===== src/rtl/crc5_frame_ctl.sv =====
// CRC-5 (x^5+x^3+1, preset 01001) framing sequencer for PIE-decoded reader commands.
// Define CRC5_CMD_FILTER_EN to add the leading command-code compare behind cmdok.
module crc5_frame_ctl #(
    parameter int                  FRAME_BITS = 22,
    parameter int                  CMD_BITS   = 4,
    parameter logic [CMD_BITS-1:0] CMD_CODE   = 4'b1000
) (
    input  logic       crcinclk,
    input  logic       reset,
    input  logic       bitin,
    input  logic       bitvalid,
    input  logic       framestart,
    input  logic       frameabort,
    output logic [4:0] crc,
    output logic [4:0] bitcount,
    output logic       busy,
    output logic       done,
    output logic       crcok,
    output logic       cmdok
);

    typedef enum logic [1:0] {
        IDLE  = 2'd0,
        SHIFT = 2'd1,
        DONE  = 2'd2
    } state_t;

    localparam logic [4:0] CRC_PRESET = 5'b01001;
    localparam logic [4:0] LAST_BIT   = 5'(FRAME_BITS);

    if (FRAME_BITS < 6 || FRAME_BITS > 31 || CMD_BITS < 1 ||
        CMD_BITS > FRAME_BITS - 5 || $bits(CMD_CODE) != CMD_BITS) begin : g_param_check
        $error("crc5_frame_ctl: illegal parameter set");
    end

    function automatic logic [4:0] crc_step(input logic [4:0] c, input logic b);
        logic fb;
        fb = b ^ c[4];
        return {c[3], c[2] ^ fb, c[1], c[0], fb};
    endfunction

    state_t     state, state_n;
    logic [4:0] crc_n, bitcount_n;
    logic       crcok_n, cmdok_n;
    logic       start, accept, complete;
    logic [4:0] stepped, cnt_inc;

`ifdef CRC5_CMD_FILTER_EN
    logic mismatch, mismatch_n;
    logic code_bit, in_cmd, bit_miss;

    // Expected code bit for the position this edge would accept, MSB first.
    always_comb begin
        code_bit = 1'b0;
        in_cmd   = 1'b0;
        for (int i = 0; i < CMD_BITS; i++) begin
            if (cnt_inc == 5'(i + 1)) begin
                in_cmd   = 1'b1;
                code_bit = CMD_CODE[CMD_BITS-1-i];
            end
        end
        bit_miss = in_cmd & (bitin != code_bit);
    end
`endif

    // bitvalid qualifies bitin on each rising edge; there is no backpressure,
    // so every valid bit seen in SHIFT (or with framestart) is consumed that edge.
    assign start   = bitvalid & framestart;
    assign stepped = crc_step(start ? CRC_PRESET : crc, bitin);
    assign cnt_inc = start ? 5'd1 : bitcount + 5'd1;

    always_comb begin
        state_n    = state;
        crc_n      = crc;
        bitcount_n = bitcount;
        crcok_n    = crcok;
        cmdok_n    = cmdok;
        accept     = 1'b0;
        complete   = 1'b0;
`ifdef CRC5_CMD_FILTER_EN
        mismatch_n = mismatch;
`endif
        case (state)
            IDLE, DONE: begin
                state_n = IDLE;
                if (start) begin
                    state_n = SHIFT;
                    accept  = 1'b1;
                end
            end
            SHIFT: begin
                // Abort wins over any bit or restart on the same edge.
                if (frameabort) begin
                    state_n    = IDLE;
                    bitcount_n = 5'd0;
                end else if (bitvalid) begin
                    accept = 1'b1;
                    if (!start && cnt_inc == LAST_BIT) begin
                        state_n  = DONE;
                        complete = 1'b1;
                    end
                end
            end
            default: state_n = IDLE;
        endcase

        if (accept) begin
            crc_n      = stepped;
            bitcount_n = cnt_inc;
`ifdef CRC5_CMD_FILTER_EN
            mismatch_n = (start ? 1'b0 : mismatch) | bit_miss;
`endif
            if (start) begin
                crcok_n = 1'b0;
                cmdok_n = 1'b0;
            end
        end

        if (complete) begin
            crcok_n = (stepped == 5'd0);
`ifdef CRC5_CMD_FILTER_EN
            cmdok_n = ~mismatch_n;
`else
            cmdok_n = 1'b1;
`endif
        end
    end

    always_ff @(posedge crcinclk or posedge reset) begin
        if (reset) begin
            state    <= IDLE;
            crc      <= CRC_PRESET;
            bitcount <= 5'd0;
            crcok    <= 1'b0;
            cmdok    <= 1'b0;
`ifdef CRC5_CMD_FILTER_EN
            mismatch <= 1'b0;
`endif
        end else begin
            state    <= state_n;
            crc      <= crc_n;
            bitcount <= bitcount_n;
            crcok    <= crcok_n;
            cmdok    <= cmdok_n;
`ifdef CRC5_CMD_FILTER_EN
            mismatch <= mismatch_n;
`endif
        end
    end

    assign busy = (state == SHIFT);
    assign done = (state == DONE);

endmodule


===== config.mk =====
export PLATFORM = sky130hd
export DESIGN_NAME = crc5_frame_ctl
export DESIGN_NICKNAME = d
export VERILOG_FILES = /design/src/rtl/crc5_frame_ctl.sv
export SDC_FILE = /design/constraint.sdc
export NUM_CORES = 1
export LEC_CHECK = 0
export CORE_MARGIN = 2
export CORE_UTILIZATION = 50
export CTS_CLUSTER_SIZE = 40
export DETAILED_ROUTE_END_ITERATION = 16
export PLACE_DENSITY = 0.81
export RECOVER_POWER = 50
export SLEW_MARGIN = 15
export SYNTH_ARGS = -nofsm -noshare
export SYNTH_HDL_FRONTEND = slang
export SYNTH_SLANG_ARGS = --single-unit

===== constraint.sdc =====
create_clock -name crcinclk -period 3.2 [get_ports crcinclk]
set_input_delay 0.64 -clock crcinclk [delete_from_list [all_inputs] [get_ports crcinclk]]
set_output_delay 0.64 -clock crcinclk [all_outputs]
set_load 0.02 [all_outputs]

Word-level counts from Yosys, hierarchy flattened
Index checks and enable logic that the tools add are counted.

Multiplexer cells: 22. Bitwise gates (word level): 3. Equal/unequal tests: 5. Reduce and logical (&&, ||, !) cells: 12. $add $sub $neg: 1.

Operators with widths (number): 2-to-1 mux 5 bit (5); 2-to-1 mux 1 bit (12); nonzero test 2 bit (4); 2-to-1 mux 2 bit (3); AND reduction 2 bit (3); adder 5 x 1 -> 5 bit, second input constant (1); equality test 5 bit, second input constant (1); logical NOT 5 bit (1); case mux 2 bit (2 select lines) (1); != test 3 x 2 -> 1 bit, second input constant (1); != test 3 bit, second input constant (1); equality test 2 x 1 -> 1 bit, second input constant (1); equality test 2 bit, second input constant (1); logical NOT 2 bit (1); case mux 1 bit (2 select lines) (1); OR reduction 2 bit (1); bitwise XOR 1 bit (2); AND 1 bit (1); logical AND 1 bit (1); logical NOT 1 bit (1).

Register bits after elaboration: 14. Logic and storage cells: 48. Bits of input ports: 6. Output and inout port bits: 14.

Depth between registers and ports, before layout
Gate-level depths: netlist of the first run.

Depth after elaboration: 10. Mapped depth: 5. Depth with buffers taken out: 5.

Worst setup path before layout of the first run
No wires, ideal clock.

Path type: in2reg. Start: in framestart. End: reg crcok. Stages on the path: 5. Required time: 3121 ps. Path slack: 1598 ps. Path buffers: 1. Data arrival time: 1522 ps. Cells stage by stage: buf_2 -> and2b_1 -> nand2_4 -> and3b_2 -> mux2i_1.

Cells in the longest elaborated chain, start to end: 10. Elaborated cells on any way between the ends: 19. Those cells by class: 1 x eq/ne; 9 x mux; 3 x bitwise; 6 x reduce/logical.

RTL lines: start, declared (RTL line 12) `input logic framestart,`; AND 1 bit (*) (RTL line 68) `assign start = bitvalid & framestart;`; 2-to-1 mux 5 bit (RTL line 70) `assign cnt_inc = start ? 5'd1 : bitcount + 5'd1;`; equality test 5 bit (RTL line 98) `if (!start && cnt_inc == LAST_BIT) begin`; logical AND 1 bit (RTL line 98); 2-to-1 mux 1 bit (RTL line 98); 2-to-1 mux 1 bit (RTL line 96) `end else if (bitvalid) begin`; 2-to-1 mux 1 bit (RTL line 93) `if (frameabort) begin`; 2-to-1 mux 1 bit (RTL line 83) `case (state)`; nonzero test 2 bit (no source line); AND reduction 2 bit (no source line); end signal, assigned (RTL line 143) `crcok <= crcok_n;`; end, declared (RTL line 18) `output logic crcok,`.

Mark *: on every way between the ends. The rest lies on a longest branch, timed or not. A chain may end at the register's enable or synchronous reset.

Final worst setup path of the first run
Start: in frameabort. End: reg crc[1].

Cells in the longest elaborated chain, start to end: 2.

RTL lines: start, declared (RTL line 13) `input logic frameabort,`; 2-to-1 mux 1 bit (RTL line 93); case mux 1 bit (2 select lines) (RTL line 83); end signal, assigned (RTL line 141) `crc <= crc_n;`; end, declared (RTL line 14) `output logic [4:0] crc,`.

No other way between the ends.

==> results of run 1 <==
-- synth_stat cells (2+ instances only) --
library cell / n / share of area [%]
dfrtp_1: 12 / 38
nand2b_1: 3 / 2.4
dfstp_2: 2 / 6.7
and3_1: 2 / 1.6
xor2_1: 4 / 4.4
buf_2: 2 / 1.3
and2b_1: 3 / 2.9
nand2_1: 11 / 5.2
nor2_1: 2 / 0.95
o21bai_1: 2 / 1.9
o21ai_0: 7 / 4.4
o21a_1: 2 / 1.9
nand3_1: 4 / 2.5
inv_1: 2 / 0.95
a21oi_1: 7 / 4.4
-- kinds of logic (layout without fill, tap and decap cells) --
group,Yosys count,count (layout),share of synthesized area (%)
AOI/OAI and AO/OA,26,26,20.8
buffers and inverters,4,25,2.22
adders and majority gates,1,1,1.59
and+or+nand+nor,32,32,23.8
muxes,1,1,1.27
DFF,14,14,44.8
xor gates and xnor gates,5,5,5.56
-- layer usage --
layer / vias up / global-route usage (%)
met5: - / 0
met4: 0 / 7.27
met3: 4 / 2.50
met2: 21 / 30.6
met1: 312 / 27.3
li1: 339 / -
-- worst max-delay path, delay by kind of cell --
| kind | cells | cell delay, ps |
|---|---|---|
| buffers and inverters | 1 | 600 |
| AOI/OAI and AO/OA | 2 | 510 |
| and+or+nand+nor | 2 | 920 |
-- final cells by class --
class | instances | area (sq um) | area share (%)
multi-input cells | 65 | 405 | 40.0
clock buffers | 4 | 36.3 | 3.58
flip-flops and latches | 14 | 353 | 34.9
inverters | 2 | 7.51 | 0.742
repair buffers | 19 | 190 | 18.8
well taps | 16 | 20.0 | 1.98
-- sequential cells by signal (all words and copies together), names as in the netlist --
register	flops
cmdok	1
crcok	1
bitcount	5
state	2
crc	5
-- where the power goes --
| group | switching (uW) | internal (uW) | total (uW) |
|---|---|---|---|
| combinational | 123 | 120 | 243 |
| clock | 60.5 | 69.2 | 130 |
| sequential | 48.3 | 221 | 269 |
-- worst max-delay path by stage --
stage / start / to / slack (ps) / cells past startpoint
finish: frameabort / crc[1] / 680 / 5
global route: frameabort / crc[3] / 510 / 5
CTS: state[0] / busy / 920 / 2
detailed placement: bitvalid / crcok / 970 / 5
global placement: bitvalid / crcok / 1020 / 5
floorplan: framestart / crcok / 1600 / 5
-- metrics by stage --
step	cell area, sq um	hold WS, ps	power [uW]
floorplan	788	516	414
global placement	988	475	516
detailed placement	988	482	517
CTS	1020	497	648
global route	1010	517	681
finish	1010	490	641
==> impl_metrics.tcl, run 1 <==
set metrics [dict create \
    outcome "complete, no violations" \
    layout_common_cells "clkdlybuf4s50_1, dfrtp_1, nand2_1" \
    hold_viol 0 \
    viasPerCell 5.63 \
    synth_nets 90 \
    gp_congestion 0.822 \
    path_max_fanout 7 \
    drt-pass1-iter-count 4 \
    slowest_stage "nor3b_1" \
    finalSetupTns_ps 0 \
    path_clk_slew_ps 90 \
    min_from "crc[0]" \
    ys_seq_area_share_pct 44.8 \
    r2r_slack_ps 1160 \
    antenna_cells 0 \
    min_path_cells 2 \
    met2_length_um 746 \
    yosysWarningCount 0 \
    worstSkewPairLatency_ps 280 \
    holdCritPathClass "flip-flop to flip-flop" \
    synth.cell_area_sq_um 788 \
    dr_wl_met3_um 78 \
    dpl.hpwl_um 1180 \
    post-place-ws_ps 973 \
    ctsResizeCount 0 \
    rr_startpoint "state[0]" \
    vias 676 \
    crit_chain "dlygate4sd3_1 > nor3b_1 > o21ai_0 > nand2_1 > o21ai_0" \
    syn_inst 83 \
    crit_required_ps 3350 \
    synth-seq-cells 14 \
    post_cts_buffers 0 \
    setup-violations-final 0 \
    finalCritPeriodShare_pct 78.7 \
    final_util_pct 68.0 \
    wl_per_cell_um 13.4 \
    timing.rr.end "crc[1]" \
    ios 20 \
    placement.io_buffers 19 \
    drt-initial-drc-count 5 \
    die_x_um 43.7 \
    worstPathArrival_ps 2670 \
    antenna_found_initial 0 \
    end_kind "flip-flop" \
    ir_worst_vdd_mv 0.417 \
    final_common_cell "clkdlybuf4s50_1" \
    cpPeakStageDelay_ps 770 \
    avgSynthCellArea_sq_um 9.50 \
    maxSlewHeadroom_pct 38.2 \
    rows 14 \
    min_period_ps 2520 \
    cts_tree "built" \
    hold_path_end "crc[0]" \
    cpMostUsedCell "o21ai_0" \
    grt_first_pass_wirelength_um 2860 \
    synth.distinct_cells 33 \
    die_area_sq_mm 0.00191 \
    grt-ovfl-total 0 \
    max_cap_viol_count 0 \
    ff2ff_path_depth 4 \
    antenna_violating_nets_post_route 0 \
    worst_clock_skew_ps 3.10 \
    drv_slew 0 \
    wl_um 1610 \
    synthFlopType "dfrtp_1" \
    drc 0 \
    die_h_um 43.7 \
    leakagePower_uw 0.000462 \
    core_area_sq_mm 0.00149 \
    clock-sinks 14 \
    numCtsBuffers 3 \
    syn2layout_area_growth_pct 28.4 \
    grt_pass1_vias 655 \
    synth_edf_count 0 \
    fmax_mhz 397 \
    cellPowerDensity_mw_per_mm2 634 \
    drive_gt1_share_pct 7.69 \
    track_usage_pct 19.4 \
    start_util_pct 52.9 \
    setup_slack_ps 683 \
    maxUsedRoutingLayer "met4" \
    tightest_slew_ps 925 \
    clockRootBuffer "clkbuf_4" \
    met1Wirelength_um 753 \
    grt_max_degree 15 \
    clock_path_buffers 2 \
    holdBufCountCts 0 \
    fin_nets 112 \
    fillers 130 \
    critPathLaunchType "input port" \
    final_cells 120 \
    critical_path_class "input port to flip-flop" \
    h-tree-depth 1 \
    dp.cells 116 \
    rsz0062_at_grt "no" \
    synthArstFlopShare_pct 100 \
]
Power figures use the tool's default switching activity.
==> run 2, diff against run 1 <==
CORE_UTILIZATION = 47   (was 50)
PLACE_DENSITY = 0.77   (was 0.81)
clock period = 2.5 ns   (was 3.2 ns; I/O delays follow)
==> run 2 against run 1 <==
Critical path type is now flip-flop to output pin. Flip-flop and latch count is the same. Critical endpoint is now busy. Largest power group unchanged. Design area fell by 0.25%. Clock skew up 3.0 ps.
==> impl_metrics.tcl, run 2 (synthesized netlist as in run 1, its figures left out) <==
set metrics [dict create \
    outcome "complete, no violations" \
    fmax_mhz 464 \
    core_area_sq_mm 0.00154 \
    antenna_violating_nets_post_route 0 \
    max_cap_viol_count 0 \
    worstSkewPairLatency_ps 270 \
    vias 667 \
    crit_required_ps 2000 \
    finalSetupTns_ps 0 \
    holdBufCountCts 0 \
    viasPerCell 5.61 \
    final_cell_area_sq_mm 0.00101 \
    leakagePower_uw 0.000458 \
    start_util_pct 51.1 \
    ios 20 \
    syn2layout_area_growth_pct 28.1 \
    finalCritPeriodShare_pct 86.2 \
    antenna_found_initial 0 \
    drv_slew 0 \
    path_max_fanout 9 \
    placement.io_buffers 19 \
    maxSlewHeadroom_pct 61.3 \
    path_clk_slew_ps 80 \
    fin_nets 112 \
    gp_congestion 0.859 \
    holdCritPathClass "flip-flop to flip-flop" \
    grt_max_degree 15 \
    worst_clock_skew_ps 6.14 \
    setup-violations-final 0 \
    critical_path_class "flip-flop to output pin" \
    drt-initial-drc-count 21 \
    dpl.hpwl_um 1210 \
    place_area_sq_um 988 \
    antenna_cells 0 \
    layout_common_cells "clkdlybuf4s50_1, dfrtp_1, nand2_1" \
    numCtsBuffers 3 \
    final_common_cell "clkdlybuf4s50_1" \
    hold_viol 0 \
    tightest_slew_ps 574 \
    clock-sinks 14 \
    wl_per_cell_um 13.8 \
    critPathLaunchType "flip-flop" \
    h-tree-depth 1 \
    rows 14 \
    die_h_um 45.0 \
    worstPathArrival_ps 1650 \
    track_usage_pct 19.0 \
    grt_first_pass_wirelength_um 2730 \
    die_area_sq_mm 0.00202 \
    cts_tree "built" \
    ctsResizeCount 0 \
    power.total_uw 784 \
    drt-pass1-iter-count 4 \
    rsz0062_at_grt "no" \
    cellPowerDensity_mw_per_mm2 776 \
    grt-ovfl-total 0 \
    reg_top3 "bitcount (5), crc (5), state (2)" \
    grt_pass1_vias 626 \
    min_period_ps 2150 \
    drive_gt1_share_pct 7.77 \
    post_cts_buffers 0 \
    clockRootBuffer "clkbuf_4" \
    clock_path_buffers 2 \
    wl_um 1640 \
    drc 0 \
    die_x_um 45.0 \
    end_kind "output pin" \
    ir_worst_vdd_mv 0.392 \
]
## run 2: final timing paths
path | start | endpoint | slack [ps] | cells after the start
max | state[0] | busy | 350 | 2
min | crc[3] | crc[3] | 500 | 2
max in group asynchronous | reset | crc[0] | 1440 | 2
max reg2reg | state[0] | crc[1] | 910 | 4
min reg2reg | crc[3] | crc[3] | 500 | 2
min in group asynchronous | reset | crc[2] | 700 | 2
## run 2: power breakdown
| group | switching [uW] | internal [uW] |
|---|---|---|
| logic | 158 | 156 |
| clock network | 64.5 | 55.8 |
| registers | 66.5 | 283 |
## run 2: through the flow
stage	setup WS (ps)	hold WS, ps	util (%)	std cells
after global routing	241	528	65.5	119
after CTS	337	503	65.6	119
after global placement	442	478	64.1	116
after floorplan	1010	388	-	83
final	346	499	65.5	119
after detailed placement	411	483	64.1	116
## run 2: worst max-delay path: stages, from the launching register on
cell,delay [ps]
dfrtp_1,490
nor2b_1,250
clkdlybuf4s50_1,640
## run 2: layout make-up
type | instances | area [sq um]
Timing Repair Buffer | 19 | 190
Inverter | 2 | 7.51
Clock buffer | 3 | 22.5
Sequential cell | 14 | 353
Fill cell | 129 | 532
Tap cell | 16 | 20.0
Multi-Input combinational cell | 65 | 417
## run 2: metal layers
| layer | track usage [%] | wire [um] | vias up |
|---|---|---|---|
| met1 | 25.9 | 792 | 313 |
| met4 | 7.06 | 21 | 0 |
| met2 | 28.3 | 732 | 16 |
| met5 | 0 | 0 | - |
| li1 | - | - | 336 |
| met3 | 6.00 | 97 | 2 |
==> run 3, diff against run 2 <==
ABC_AREA = 1   (was not set)
==> run 3 against run 2 <==
Clock power is 32% higher. Clock-buffer cell count is 1 higher. Critical endpoint is now bitcount[3]. Setup slack better by 68 ps. Critical path type is now input port to flip-flop. Final cell count is 16% higher.
==> impl_metrics.tcl, run 3 <==
set metrics [dict create \
    critical_path_class "input port to flip-flop" \
    die_area_sq_mm 0.00208 \
    holdCritPathClass "flip-flop to flip-flop" \
    post_cts_buffers 0 \
    dpl.hpwl_um 1250 \
    drt-initial-drc-count 17 \
    synth-seq-cells 14 \
    power.total_uw 804 \
    cts_tree "built" \
    start_util_pct 48.8 \
    ctsResizeCount 0 \
    rows 15 \
    synthAdderAreaFrac_pct 1.53 \
    setup-violations-final 0 \
    maxSlewHeadroom_pct 66.4 \
    drc 0 \
    synth_area_leaders "dfrtp_1, nand2_1, dfstp_2" \
    synth-compound-area-share_pct 10.3 \
    layout_common_cells "nand2_1, clkdlybuf4s50_1, inv_1" \
    holdBufCountCts 0 \
    worst_clock_skew_ps 2.67 \
    ys_seq_area_share_pct 43.3 \
    synth.distinct_cells 22 \
    track_usage_pct 18.2 \
    synth_most_common_cell "nand2_1" \
    fin_nets 129 \
    fillers 152 \
    wl_per_cell_um 11.6 \
    avgSynthCellArea_sq_um 8.16 \
    reg_top3 "bitcount (5), crc (5), state (2)" \
    syn2layout_area_growth_pct 27.0 \
    clock_path_buffers 2 \
    antenna_found_initial 0 \
    r2r_slack_ps 990 \
    path_max_fanout 13 \
    yosys.area.top_type "dfrtp_1" \
    viasPerCell 5.12 \
    synth_simple_gate_area_share_pct 35.7 \
    synth_edf_count 0 \
    synth_xor_area_share_pct 0 \
    finalCritPeriodShare_pct 83.4 \
    synthFlopType "dfrtp_1" \
    placement.io_buffers 19 \
    setup_slack_ps 414 \
    drv_slew 0 \
    clock-sinks 14 \
    path_clk_slew_ps 80 \
    outcome "complete, no violations" \
    core_area_sq_mm 0.00167 \
    cp-startpoint "bitvalid" \
    ios 20 \
    synth_top_family_by_area "simple AND/OR/NAND/NOR gates" \
    final_common_cell "nand2_1" \
    cpMostUsedCell "nand2_1" \
    rsz0062_at_grt "no" \
    vias 706 \
    drive_gt1_share_pct 16.5 \
    numCtsBuffers 3 \
    finalSetupTns_ps 0 \
    max_cap_viol_count 0 \
    drt-pass1-iter-count 4 \
    synth_top_area_share_pct 36.8 \
    antenna_cells 0 \
    grt_max_degree 15 \
    cellPowerDensity_mw_per_mm2 776 \
    die_x_um 45.7 \
    min_from "cmdok" \
    min_period_ps 2090 \
    muxShareOfSynthArea_pct 0 \
    worstPathArrival_ps 2300 \
    synth_nets 107 \
    leakagePower_uw 0.000483 \
    clockRootBuffer "clkbuf_4" \
    hold_viol 0 \
    grt-ovfl-total 0 \
    crit_required_ps 2710 \
    ir_worst_vdd_mv 0.530 \
    rr_startpoint "bitcount[0]" \
    syn_inst 100 \
    worstSkewPairLatency_ps 280 \
    post-place-ws_ps 503 \
    synthArstFlopShare_pct 100 \
    synth.cell_area_sq_um 816 \
    crit_chain "dlygate4sd3_1 > nand2_1 > inv_1 > nand2_1 > nand2_4 > a21oi_2 > nand2_1 > o21ai_1" \
    grt_pass1_vias 606 \
    end_kind "flip-flop" \
    fmax_mhz 479 \
    wl_um 1600 \
    h-tree-depth 1 \
    grt_first_pass_wirelength_um 2620 \
    cpPeakStageDelay_ps 580 \
    die_h_um 45.7 \
    slowest_stage "dlygate4sd3_1" \
    tightest_slew_ps 503 \
    synthTopCellsByCount "nand2_1, dfrtp_1, inv_1, nand3_1, o21ai_1" \
    yosysWarningCount 0 \
    critPathLaunchType "input port" \
    antenna_violating_nets_post_route 0 \
    gp_congestion 0.858 \
]
## run 3: final cells by class
cell class	instances	area, sq um	share of cell area (%)
sequential	14	353	34.1
clock buffer	4	36.3	3.50
tap	17	21.3	2.05
inverter	14	52.6	5.07
timing repair buffer	19	190	18.4
multi-input combinational	70	383	37.0
## run 3: stage by stage
| stage | instance area (sq um) | utilization (%) | instances | hold WS (ps) |
|---|---|---|---|---|
| floorplan | 816 | - | 100 | 388 |
| global placement | 1000 | 60.1 | 134 | 496 |
| detailed placement | 1000 | 60.1 | 134 | 471 |
| CTS | 1040 | 62.3 | 138 | 498 |
| global route | 1040 | 62.0 | 138 | 522 |
| finish | 1040 | 62.0 | 138 | 496 |
## run 3: where the power goes
| part | total, uW | internal [uW] | switching, uW |
|---|---|---|---|
| logic | 316 | 136 | 181 |
| clock network | 159 | 88.7 | 70.5 |
| registers | 328 | 282 | 46.1 |
## run 3: cell families after synthesis
family                   after synthesis
AO/OA/AOI/OAI                         13
adder cells (fa/ha/maj)                1
buffers and inverters                 16
flip-flops                            14
AND/OR/NAND/NOR                       56
## run 3: final timing paths
check | cells after the start | end
min in group asynchronous | 2 | bitcount[0]
setup reg to reg | 9 | crcok
setup / recovery | 8 | bitcount[3]
hold reg to reg | 2 | cmdok
max in group asynchronous | 2 | crc[0]
hold / removal | 2 | cmdok
## run 3: critical path, delay by kind of cell
family                 cells  cell delay [ps]
AND/OR/NAND/NOR            4              720
buffers and inverters      2              770
AO/OA/AOI/OAI              2              310
## run 3: metal layers
layer | vias up | share of wire (%) | routed length [um] | track usage (%)
met3 | 6 | 4.7 | 75 | 7.54
met4 | 0 | 2.6 | 42 | 9.41
met5 | - | 0 | 0 | 0
met2 | 16 | 46 | 740 | 28.2
li1 | 367 | - | - | -
met1 | 317 | 46 | 740 | 21.5
